==> src/rtl/dmem_arbiter.sv <==
// rtl/dmem_arbiter.sv - two-requester data-memory arbiter, one access outstanding
// Alternating grant under contention, legality filtering, and memory timeout.
module dmem_arbiter #(
  parameter logic [7:0] TIMEOUT = 8'd255
) (
  input  logic        clk,
  input  logic        reset,
  input  logic        req0_valid,
  input  logic [31:0] req0_addr,
  input  logic [31:0] req0_wdata,
  input  logic [3:0]  req0_byteen,
  output logic        req0_ready,
  input  logic        req1_valid,
  input  logic [31:0] req1_addr,
  input  logic [31:0] req1_wdata,
  input  logic [3:0]  req1_byteen,
  output logic        req1_ready,
  output logic        rsp0_valid,
  output logic [31:0] rsp0_rdata,
  output logic        rsp0_err,
  output logic        rsp1_valid,
  output logic [31:0] rsp1_rdata,
  output logic        rsp1_err,
  output logic        mem_req_valid,
  output logic [31:0] mem_addr,
  output logic [31:0] mem_wdata,
  output logic [3:0]  mem_byteen,
  input  logic        mem_req_ready,
  input  logic        mem_rsp_valid,
  input  logic [31:0] mem_rdata
);

  typedef enum logic [1:0] {IDLE = 2'd0, ISSUE = 2'd1, WAIT = 2'd2, RESP = 2'd3} state_t;

  state_t      state, state_next;
  logic        last_grant, cap_id;
  logic        any_valid, grant, accept, legal, expire, mem_done, rsp_id;
  logic [7:0]  tmo_cnt;
  logic [31:0] sel_addr, sel_wdata, rsp_data;
  logic [3:0]  sel_byteen;

  always_comb begin
    any_valid  = req0_valid | req1_valid;
    grant      = (req0_valid && req1_valid) ? ~last_grant : req1_valid;
    sel_addr   = grant ? req1_addr   : req0_addr;
    sel_wdata  = grant ? req1_wdata  : req0_wdata;
    sel_byteen = grant ? req1_byteen : req0_byteen;
    accept     = (state == IDLE) && any_valid;
    expire     = (tmo_cnt + 8'd1) == TIMEOUT;
    mem_done   = (state == WAIT) && mem_rsp_valid;
    rsp_id     = (state == IDLE) ? grant : cap_id;
    rsp_data   = mem_done ? mem_rdata : 32'd0;
  end

  // Half-words must be 2-byte aligned, words 4-byte aligned.
  always_comb begin
    case (sel_byteen)
      4'b0000, 4'b0001, 4'b0010, 4'b0100, 4'b1000: legal = 1'b1;
      4'b0011, 4'b1100:                            legal = ~sel_addr[0];
      4'b1111:                                     legal = (sel_addr[1:0] == 2'b00);
      default:                                     legal = 1'b0;
    endcase
  end

  always_ff @(posedge clk or posedge reset) begin
    if (reset) state <= IDLE;
    else       state <= state_next;
  end

  always_comb begin
    state_next = state;
    case (state)
      IDLE:  if (accept) state_next = legal ? ISSUE : RESP;
      ISSUE: if (expire) state_next = RESP;
             else if (mem_req_ready) state_next = WAIT;
      WAIT:  if (mem_rsp_valid || expire) state_next = RESP;
      RESP:  state_next = IDLE;
      default: state_next = IDLE;
    endcase
  end

  always_comb begin
    req0_ready    = 1'b0;
    req1_ready    = 1'b0;
    rsp0_valid    = 1'b0;
    rsp1_valid    = 1'b0;
    mem_req_valid = 1'b0;
    case (state)
      IDLE: begin
        req0_ready = any_valid & ~grant & ~reset;
        req1_ready = any_valid &  grant & ~reset;
      end
      ISSUE: mem_req_valid = 1'b1;
      RESP: begin
        rsp0_valid = ~cap_id;
        rsp1_valid =  cap_id;
      end
      default: ;
    endcase
  end

  // mem_* double as the captured request; illegal requests never reach memory.
  always_ff @(posedge clk or posedge reset) begin
    if (reset) begin
      last_grant <= 1'b1;
      cap_id     <= 1'b0;
      tmo_cnt    <= 8'd0;
      mem_addr   <= 32'd0;
      mem_wdata  <= 32'd0;
      mem_byteen <= 4'd0;
      rsp0_rdata <= 32'd0;
      rsp0_err   <= 1'b0;
      rsp1_rdata <= 32'd0;
      rsp1_err   <= 1'b0;
    end else begin
      if (accept) begin
        last_grant <= grant;
        cap_id     <= grant;
        tmo_cnt    <= 8'd0;
        if (legal) begin
          mem_addr   <= sel_addr;
          mem_wdata  <= sel_wdata;
          mem_byteen <= sel_byteen;
        end
      end else if (state == ISSUE || state == WAIT) begin
        tmo_cnt <= tmo_cnt + 8'd1;
      end
      if (state_next == RESP && state != RESP) begin
        if (rsp_id) begin
          rsp1_rdata <= rsp_data;
          rsp1_err   <= ~mem_done;
        end else begin
          rsp0_rdata <= rsp_data;
          rsp0_err   <= ~mem_done;
        end
      end
    end
  end

endmodule

==> config.mk <==
export PLATFORM = sky130hd
export DESIGN_NAME = dmem_arbiter
export DESIGN_NICKNAME = d
export VERILOG_FILES = /design/src/rtl/dmem_arbiter.sv
export SDC_FILE = /design/constraint.sdc
export NUM_CORES = 1
export LEC_CHECK = 0
export ABC_AREA = 0
export CORE_MARGIN = 5
export CORE_UTILIZATION = 46
export CTS_CLUSTER_DIAMETER = 30
export CTS_CLUSTER_SIZE = 28
export DETAILED_ROUTE_END_ITERATION = 8
export GPL_TIMING_DRIVEN = 1
export MAX_ROUTING_LAYER = met4
export PLACE_DENSITY = 0.91
export SYNTH_ARGS = -nofsm -noshare
export SYNTH_HDL_FRONTEND = slang
export SYNTH_SLANG_ARGS = --single-unit
==> constraint.sdc <==
create_clock -name clk -period 13.8 [get_ports clk]
set_clock_uncertainty 0.05 [all_clocks]
set_input_delay 2.76 -clock clk [delete_from_list [all_inputs] [get_ports clk]]
set_output_delay 2.76 -clock clk [all_outputs]
set_load 0.01 [all_outputs]
==> results of run 1 <==
-- metal layers --
metal,wire length (microns),vias to the layer above,GRT usage (%)
met2,10100,266,38.7
met4,669,0,8.86
met1,8110,2731,26.9
li1,-,2645,-
met5,0,-,-
met3,1680,42,7.78
-- logic make-up (layout without fill, tap and decap cells) --
group                    after synthesis  count (layout)
AO/OA/AOI/OAI                         90              90
XOR/XNOR                               9               9
buffers and inverters                 45             355
other                                  0               3
AND/OR/NAND/NOR                      148             148
flip-flops                           146             146
adder cells (fa/ha/maj)                9               9
multiplexers                         135             135
-- area by class of cell --
cell class,instances,area (sq um)
Inverter,5,23.8
Sequential cell,146,3650
Fill cell,1036,4300
Multi-Input combinational cell,391,3080
Timing Repair Buffer,318,3170
Clock inverter,14,120
Tap cell,188,235
Clock buffer,18,439
Antenna cell,3,7.51
-- through the flow --
| stage | worst slack, ps | std cells | instance area [sq um] | hold WS [ps] |
|---|---|---|---|---|
| 2_1_floorplan | 4670 | 582 | 6980 | 452 |
| 3_3_place_gp | 5450 | 1048 | 10200 | 437 |
| 3_5_place_dp | 5380 | 1048 | 10200 | 444 |
| 4_1_cts | 5370 | 1080 | 10700 | 464 |
| 5_1_grt | 5280 | 1083 | 10700 | 478 |
| 6_report | 5430 | 1083 | 10700 | 461 |
-- worst max-delay path, cell delays in order --
cell and delay (ps):
clkdlybuf4s50_1 530, a21boi_4 850, buf_4 770, nor3_1 120, clkdlybuf4s50_1 520
-- path summary, 6_finish.rpt --
check	startpoint	to	slack, ps	depth (start not counted)
setup / recovery	req1_valid	req0_ready	5430	5
hold / removal	rsp0_rdata[23]$_DFFE_PP0P_	rsp0_rdata[23]$_DFFE_PP0P_	460	1
setup reg to reg	last_grant$_DFFE_PP1P_	rsp0_rdata[4]$_DFFE_PP0P_	9420	8
hold reg to reg	rsp0_rdata[23]$_DFFE_PP0P_	rsp0_rdata[23]$_DFFE_PP0P_	460	1
max in group asynchronous	reset	rsp1_rdata[24]$_DFFE_PP0P_	9490	3
min in group asynchronous	reset	mem_wdata[2]$_DFFE_PP0P_	2810	2
-- cell usage in the layout, fill, tap and decap left out, types with 4 or more instances in the layout --
cell type        count
a21oi_1             70
and3_1              33
buf_4                6
clkbuf_16           17
clkdlybuf4s50_1    312
dfrtp_1            145
ha_1                 7
inv_1                4
inv_6                7
mux2_2               6
mux2_4              60
mux2i_1             69
nand2_1              6
nand4_1              5
nor2_1              88
o21ai_0              4
xor2_1               7
-- flip-flops by register name (all words and copies together) (netlist names) --
name / count
tmo_cnt: 8
state: 2
mem_addr: 32
mem_byteen: 4
rsp0_err: 1
rsp1_rdata: 32
cap_id: 1
rsp0_rdata: 32
mem_wdata: 32
last_grant: 1
rsp1_err: 1
-- where the power goes --
part,internal [mW],leakage (nW),switching (mW)
Combinational,0.650,2.71,0.491
Clock,0.241,0.269,0.195
Sequential,0.635,1.80,0.132
Total,1.53,4.77,0.818
==> flow_summary.ini, run 1 <==
[outcome]
status = finished, final reports clean

[synth]
synthArstFlopShare_pct = 100
synth_flop_cell = dfrtp_1
synth.area.top_cells = dfrtp_1 (52%), mux2_4 (13%), mux2i_1 (9.9%), a21oi_1 (5.0%), nor2_1 (4.7%)
synth-compound-area-share_pct = 7.33
yosys-top-cells-count = dfrtp_1 (145), nor2_1 (88), a21oi_1 (70)
synth_seq_area_share_pct = 52.4
syn_area_per_cell_sq_um = 12.0
synth_top_family_by_area = multiplexers
synth_seq_cells = 146
ys_warn_count = 0
synth_top_area_share_pct = 52.0
synth.most_common_cell = dfrtp_1
synthAdderAreaFrac_pct = 1.54
ys_types = 44
synth_edf_count = 0
muxShareOfSynthArea_pct = 23.8
yosys.area_share.simple_pct = 10.2
synth_xor_area_share_pct = 1.13
syn_area_sq_um = 6980
synth_nets = 763
postSynthCellCount = 582
yosysTopAreaCell = dfrtp_1

[timing]
drv_slew = 0
finalHoldViolations = 0
slew_headroom_pct = 29.6
setup_violations = 0
max_freq_mhz = 119
fin_setup_tns_ps = 0
layout_min_cycle_time_ps = 8370
worst_slew_pin_slew_ps = 1050
grt_setup_unrepaired = false
min_period_over_period_pct = 60.7

[cells_and_area]
drive_above_1_share_pct = 12.8
fin_util_pct = 71.4
nets = 1060
syn_to_final_growth_pct = 53.8

[global_routing]
antenna_found_initial = 3
grt_pass1_vias = 5871
grt.total_usage_pct = 23.5
grt_max_degree = 81
grt_pass1_wl_microns = 31700
overflow = 0

[floorplan]
dieHeight_microns = 133
die-area_sq_um = 17700
num_io_pins = 313
die_w_microns = 133
rows = 45
start_util_pct = 46.4
coreArea_sq_um = 15000

[clock_network]
cts.sinks = 146
cts_buffer_depth = 2
postCtsHoldBufs = 0
htreeDepth = 4
clock_latency_ps = 410
cts_setup_buffers = 0
root_buffer = clkbuf_16
clkTransAtPathRegs_ps = 60
post_cts_resized = 0
numCtsBuffers = 17
cts_tree = done

[place]
place_congestion = 0.804
dpl.hpwl_microns = 15100
portBuffers = 312

[detailed_routing]
antenna_left = 0
drt_wl_total_microns = 20600
first_pass_iters = 5
dr_total_vias = 5684
drt-initial-drc-count = 263
vias_per_cell = 5.25
drc = 0
post_drt_wl_per_cell_microns = 19.0

[worst_setup_path]
worstPathRequired_ps = 10990
cp-end-kind = output port
worstPathMaxFanout = 51
path_class = in -> out
cp.arrival_ps = 5560
cp-start-kind = input port

[min_path]
hold_class = reg -> reg

[power]
leakage_nw = 4.77
p_per_area_nw_per_um2 = 218
p_total_mw = 2.34
ir_drop_mv = 0.123

[run]
drv_cap = 0
Note: power is estimated with default switching activity, not from simulation.
==> run 2, diff against run 1 <==
CORE_UTILIZATION = 38   (was 46)
PLACE_DENSITY = 0.81   (was 0.91)
clock period = 7.1 ns   (was 13.8 ns; I/O delays follow)
==> run 2 against run 1 <==
  * Via count decreased by 3.0%
  * Core utilization is 12 points lower
  * Die area rose by 19%
  * Combinational power increased by 93%
  * Hold slack got worse by 4.1 ps
  * First-iteration DRC count decreased by 33%
  * Highest routed layer unchanged
  * Largest cell class unchanged
  * Critical path type unchanged
  * Count of clock-buffer cells in the layout did not move
  * Sequential power is 94% higher
  * Register-to-register slack lost 6100 ps
==> flow_summary.ini, run 2 (synthesis gave the netlist of run 1 again) <==
[clock_network]
cts_setup_buffers = 0
htreeDepth = 4
post_cts_resized = 0
clock_latency_ps = 410
clkTransAtPathRegs_ps = 60
cts_buffer_depth = 2
postCtsHoldBufs = 0
cts.sinks = 146
cts_tree = done
numCtsBuffers = 17
root_buffer = clkbuf_16

[place]
place_congestion = 0.776
dpl.hpwl_microns = 15600
portBuffers = 312

[cells_and_area]
syn_to_final_growth_pct = 54.1
drive_above_1_share_pct = 12.6
n_fill_cell = 1505
layout_common_cells = clkdlybuf4s50_1 (312), dfrtp_1 (145), nor2_1 (88), a21oi_1 (70), mux2i_1 (69)
layout_commonest_cell = clkdlybuf4s50_1
nets = 1059
antenna-diode-count = 0

[timing]
hold_slack_ps = 457
setup_violations = 0
max_freq_mhz = 214
slew_headroom_pct = 20.8
drv_slew = 0
min_period_over_period_pct = 65.9
finalHoldViolations = 0
worst_slew_pin_slew_ps = 1190
grt_setup_unrepaired = false
layout_min_cycle_time_ps = 4680
fin_setup_tns_ps = 0

[min_path]
hold_class = reg -> reg
hp-start = rsp1_err$_DFFE_PP0P_
hold_depth = 1
hold_path_end = rsp1_err$_DFFE_PP0P_

[worst_setup_path]
slowest_delay_ps = 530
crit_chain = clkdlybuf4s50_1 -> a21boi_4 -> and3_1 -> clkdlybuf4s50_1
worstPathMaxFanout = 16
crit-reg2reg-launch = state[0]$_DFF_PP0_
critPathSlowestCell = clkdlybuf4s50_1
cp-start-kind = input port
cp.arrival_ps = 3210
rrSetupSlack_ps = 3360
cp-end-kind = output port
worstPathRequired_ps = 5630
reg2reg_depth = 8
r2r-end = rsp1_err$_DFFE_PP0P_
path_common_cell = clkdlybuf4s50_1
path_class = in -> out

[run]
drv_cap = 0

[detailed_routing]
met3WireLength_microns = 1810
met1_length_microns = 8740
highest_layer = met4
antenna_left = 0
post_drt_wl_per_cell_microns = 18.7
wl_met2_microns = 10100
first_pass_iters = 4
vias_per_cell = 4.92
drc = 0
drt-initial-drc-count = 175
drt_wl_total_microns = 20900
dr_total_vias = 5513

[floorplan]
die_w_microns = 146
num_io_pins = 313
start_util_pct = 38.7
die-area_sq_um = 21200
dieHeight_microns = 146
rows = 49
coreArea_sq_um = 18000

[power]
p_total_mw = 4.54
leakage_nw = 4.76
ir_drop_mv = 0.264
p_per_area_nw_per_um2 = 422

[outcome]
status = finished, final reports clean

[global_routing]
grt.total_usage_pct = 20.0
grt_max_degree = 90
grt_pass1_vias = 5900
grt_pass1_wl_microns = 32900
overflow = 0
antenna_found_initial = 0
[run 2: cell count changes in the layout (fill, tap and decap cells not counted)]
cell,delta
diode_2,-3
buf_4,-1
clkinvlp_4,-1
clkinv_2,+1
clkbuf_1,+1
clkbuf_8,-1
[run 2: area by class of cell]
| class | instances | area, sq um | area share, % |
|---|---|---|---|
| sequential | 146 | 3650 | 34.0 |
| timing repair buffer | 317 | 3160 | 29.4 |
| multi-input combinational | 391 | 3080 | 28.7 |
| clock buffer | 18 | 429 | 3.99 |
| tap | 229 | 287 | 2.66 |
| clock inverter | 14 | 118 | 1.09 |
| inverter | 5 | 23.8 | 0.221 |
[run 2: critical path: cells and delay by family]
kind,cells,cell delay (ps)
compound gates,1,500
buf+inv,2,1050
simple gates,1,230
[run 2: metal layers]
layer | global-route usage, % | vias to the layer above
li1 | - | 2637
met1 | 24.4 | 2639
met2 | 32.0 | 216
met3 | 7.47 | 21
met4 | 4.43 | 0
met5 | - | -
[run 2: worst max-delay path by stage]
stage / startpoint / to / slack (ps) / cells past startpoint
final: req1_valid / req1_ready / 2420 / 4
after global routing: reset / req1_ready / 2260 / 4
after CTS: reset / req1_ready / 2360 / 4
after detailed placement: req1_valid / rsp1_rdata[30]$_DFFE_PP0P_ / 2220 / 8
after global placement: req1_valid / rsp1_err$_DFFE_PP0P_ / 2370 / 8
after floorplan: reset / req1_ready / 650 / 2
[run 2: power by group]
part           internal (mW)  switching, mW
logic                   1.26          0.941
registers               1.23          0.260
clock network          0.458          0.386
[run 2: metrics by stage]
stage	setup WS, ps	std cells	util, %	area [sq um]
2_1_floorplan	648	582	-	6980
3_3_place_gp	2370	1088	56.6	10200
3_5_place_dp	2220	1088	56.6	10200
4_1_cts	2360	1120	59.7	10800
5_1_grt	2260	1120	59.7	10800
6_report	2420	1120	59.7	10800
==> run 3, diff against run 2 <==
CORE_UTILIZATION = 42   (was 38)
PLACE_DENSITY = 0.85   (was 0.81)
clock period = 4.42 ns   (was 7.1 ns; I/O delays follow)
==> run 3 against run 2 <==
  * Final area increased by 0.98%
  * Combinational power up 65%
  * Critical path depth rose by 1
  * Largest power group unchanged
  * Non-clock buffer count grew 7
  * Hold slack about the same
  * First-iteration DRC count rose by 21%
  * Core utilization rose by 6.3 points
  * Count of clock-buffer cells in the layout shrank 1
  * Routed wire length decreased by 1.4%
  * Register-to-register slack worse by 2200 ps
==> flow_summary.ini, run 3 (synthesis gave the netlist of run 1 again) <==
[clock_network]
post_cts_resized = 0
cts.sinks = 146
clkTransAtPathRegs_ps = 70
cts_tree = done
cts_setup_buffers = 0
clock_latency_ps = 410
htreeDepth = 4
root_buffer = clkbuf_16
numCtsBuffers = 17
cts_buffer_depth = 2
postCtsHoldBufs = 0

[timing]
setup_violations = 0
drv_slew = 0
grt_setup_unrepaired = false
min_period_over_period_pct = 85.8
max_freq_mhz = 264
finalHoldViolations = 0
slew_headroom_pct = 35.4
postLayoutSetupSlackWorst_ps = 629
layout_min_cycle_time_ps = 3790
worst_slew_pin_slew_ps = 970
fin_setup_tns_ps = 0

[detailed_routing]
drc = 0
vias_per_cell = 4.99
post_drt_wl_per_cell_microns = 18.4
drt-initial-drc-count = 212
drt_wl_total_microns = 20600
antenna_left = 0
first_pass_iters = 4
dr_total_vias = 5584

[min_path]
hold_path_end = rsp1_rdata[4]$_DFFE_PP0P_
hold_class = reg -> reg
hold_depth = 1
hp-start = rsp1_rdata[4]$_DFFE_PP0P_

[cells_and_area]
fin_util_pct = 65.9
nets = 1066
layout_common_cells = clkdlybuf4s50_1 (312), dfrtp_1 (145), nor2_1 (88), a21oi_1 (70), mux2i_1 (69)
drive_above_1_share_pct = 13.4
syn_to_final_growth_pct = 55.6
final_cells = 1119
stdcell_area_sq_um = 10900
layout_commonest_cell = clkdlybuf4s50_1

[worst_setup_path]
worstPathMaxFanout = 12
reg2reg_depth = 8
crit-reg2reg-launch = tmo_cnt[0]$_DFFE_PP0P_
cp-start-kind = input port
cp.arrival_ps = 2860
r2r-end = rsp0_rdata[16]$_DFFE_PP0P_
path_class = in -> out
rrSetupSlack_ps = 1120
cp-end-kind = output port
worstPathRequired_ps = 3490
critPathLaunch = req1_valid

[power]
p_per_area_nw_per_um2 = 683
ir_drop_mv = 0.324
leakage_nw = 4.82

[run]
drv_cap = 0

[floorplan]
coreArea_sq_um = 16500
dieHeight_microns = 139
die_w_microns = 139
num_io_pins = 313
start_util_pct = 42.4
rows = 47
die-area_sq_um = 19300

[global_routing]
antenna_found_initial = 1
grt_max_degree = 78
overflow = 0
grt.total_usage_pct = 21.6
grt_pass1_vias = 5733
grt_pass1_wl_microns = 32200

[place]
place_congestion = 0.845
portBuffers = 312
placed_cells = 1086
dp_slack_ps = 202
dpl.hpwl_microns = 15400
place_area_sq_um = 10300

[outcome]
status = finished, final reports clean
==> run 3: cell count changes in the layout (fill, tap and decap cells not counted), sizes merged <==
cell,change
buf,+7
clkbuf,-1
bufinv,+1
clkinv,-1
diode,+1
inv,+1
==> run 3: cell type report <==
type / instances / area (sq um)
Fill cell: 1248 / 5610
Sequential cell: 146 / 3650
Timing Repair Buffer: 324 / 3240
Multi-Input combinational cell: 391 / 3080
Clock buffer: 17 / 425
Tap cell: 220 / 275
Clock inverter: 15 / 159
Inverter: 5 / 22.5
Antenna cell: 1 / 2.50
==> run 3: through the flow <==
stage	hold WS, ps	power (mW)
floorplan	452	4.24
global placement	442	5.93
detailed placement	442	6.03
CTS	461	7.49
global route	477	7.83
finish	457	7.42
==> run 3: worst max path at each step <==
stage                                             to  slack [ps]  cells past startpoint
after floorplan                           req1_ready           2                      2
after global placement    rsp0_rdata[20]$_DFFE_PP0P_         260                      8
after detailed placement   rsp0_rdata[4]$_DFFE_PP0P_         200                      8
after CTS                                 req1_ready         590                      5
after global routing                      req0_ready         430                      5
final                                     req1_ready         630                      5
==> run 3: layer usage <==
metal	GRT usage [%]	routed length (microns)	up-vias
met3	4.66	1030	36
met1	25.5	8550	2688
met2	36.0	10400	201
li1	-	-	2659
met5	-	0	-
met4	8.65	601	0
==> run 3: power by group <==
part | switching (mW) | internal (mW)
clock network | 0.628 | 0.802
logic | 1.56 | 2.06
registers | 0.384 | 1.98
total | 2.57 | 4.84
==> run 3: critical path, stage by stage <==
cell	delay [ps]
clkdlybuf4s50_1	520
a21boi_4	440
buf_4	280
and3_1	180
clkdlybuf4s50_1	540
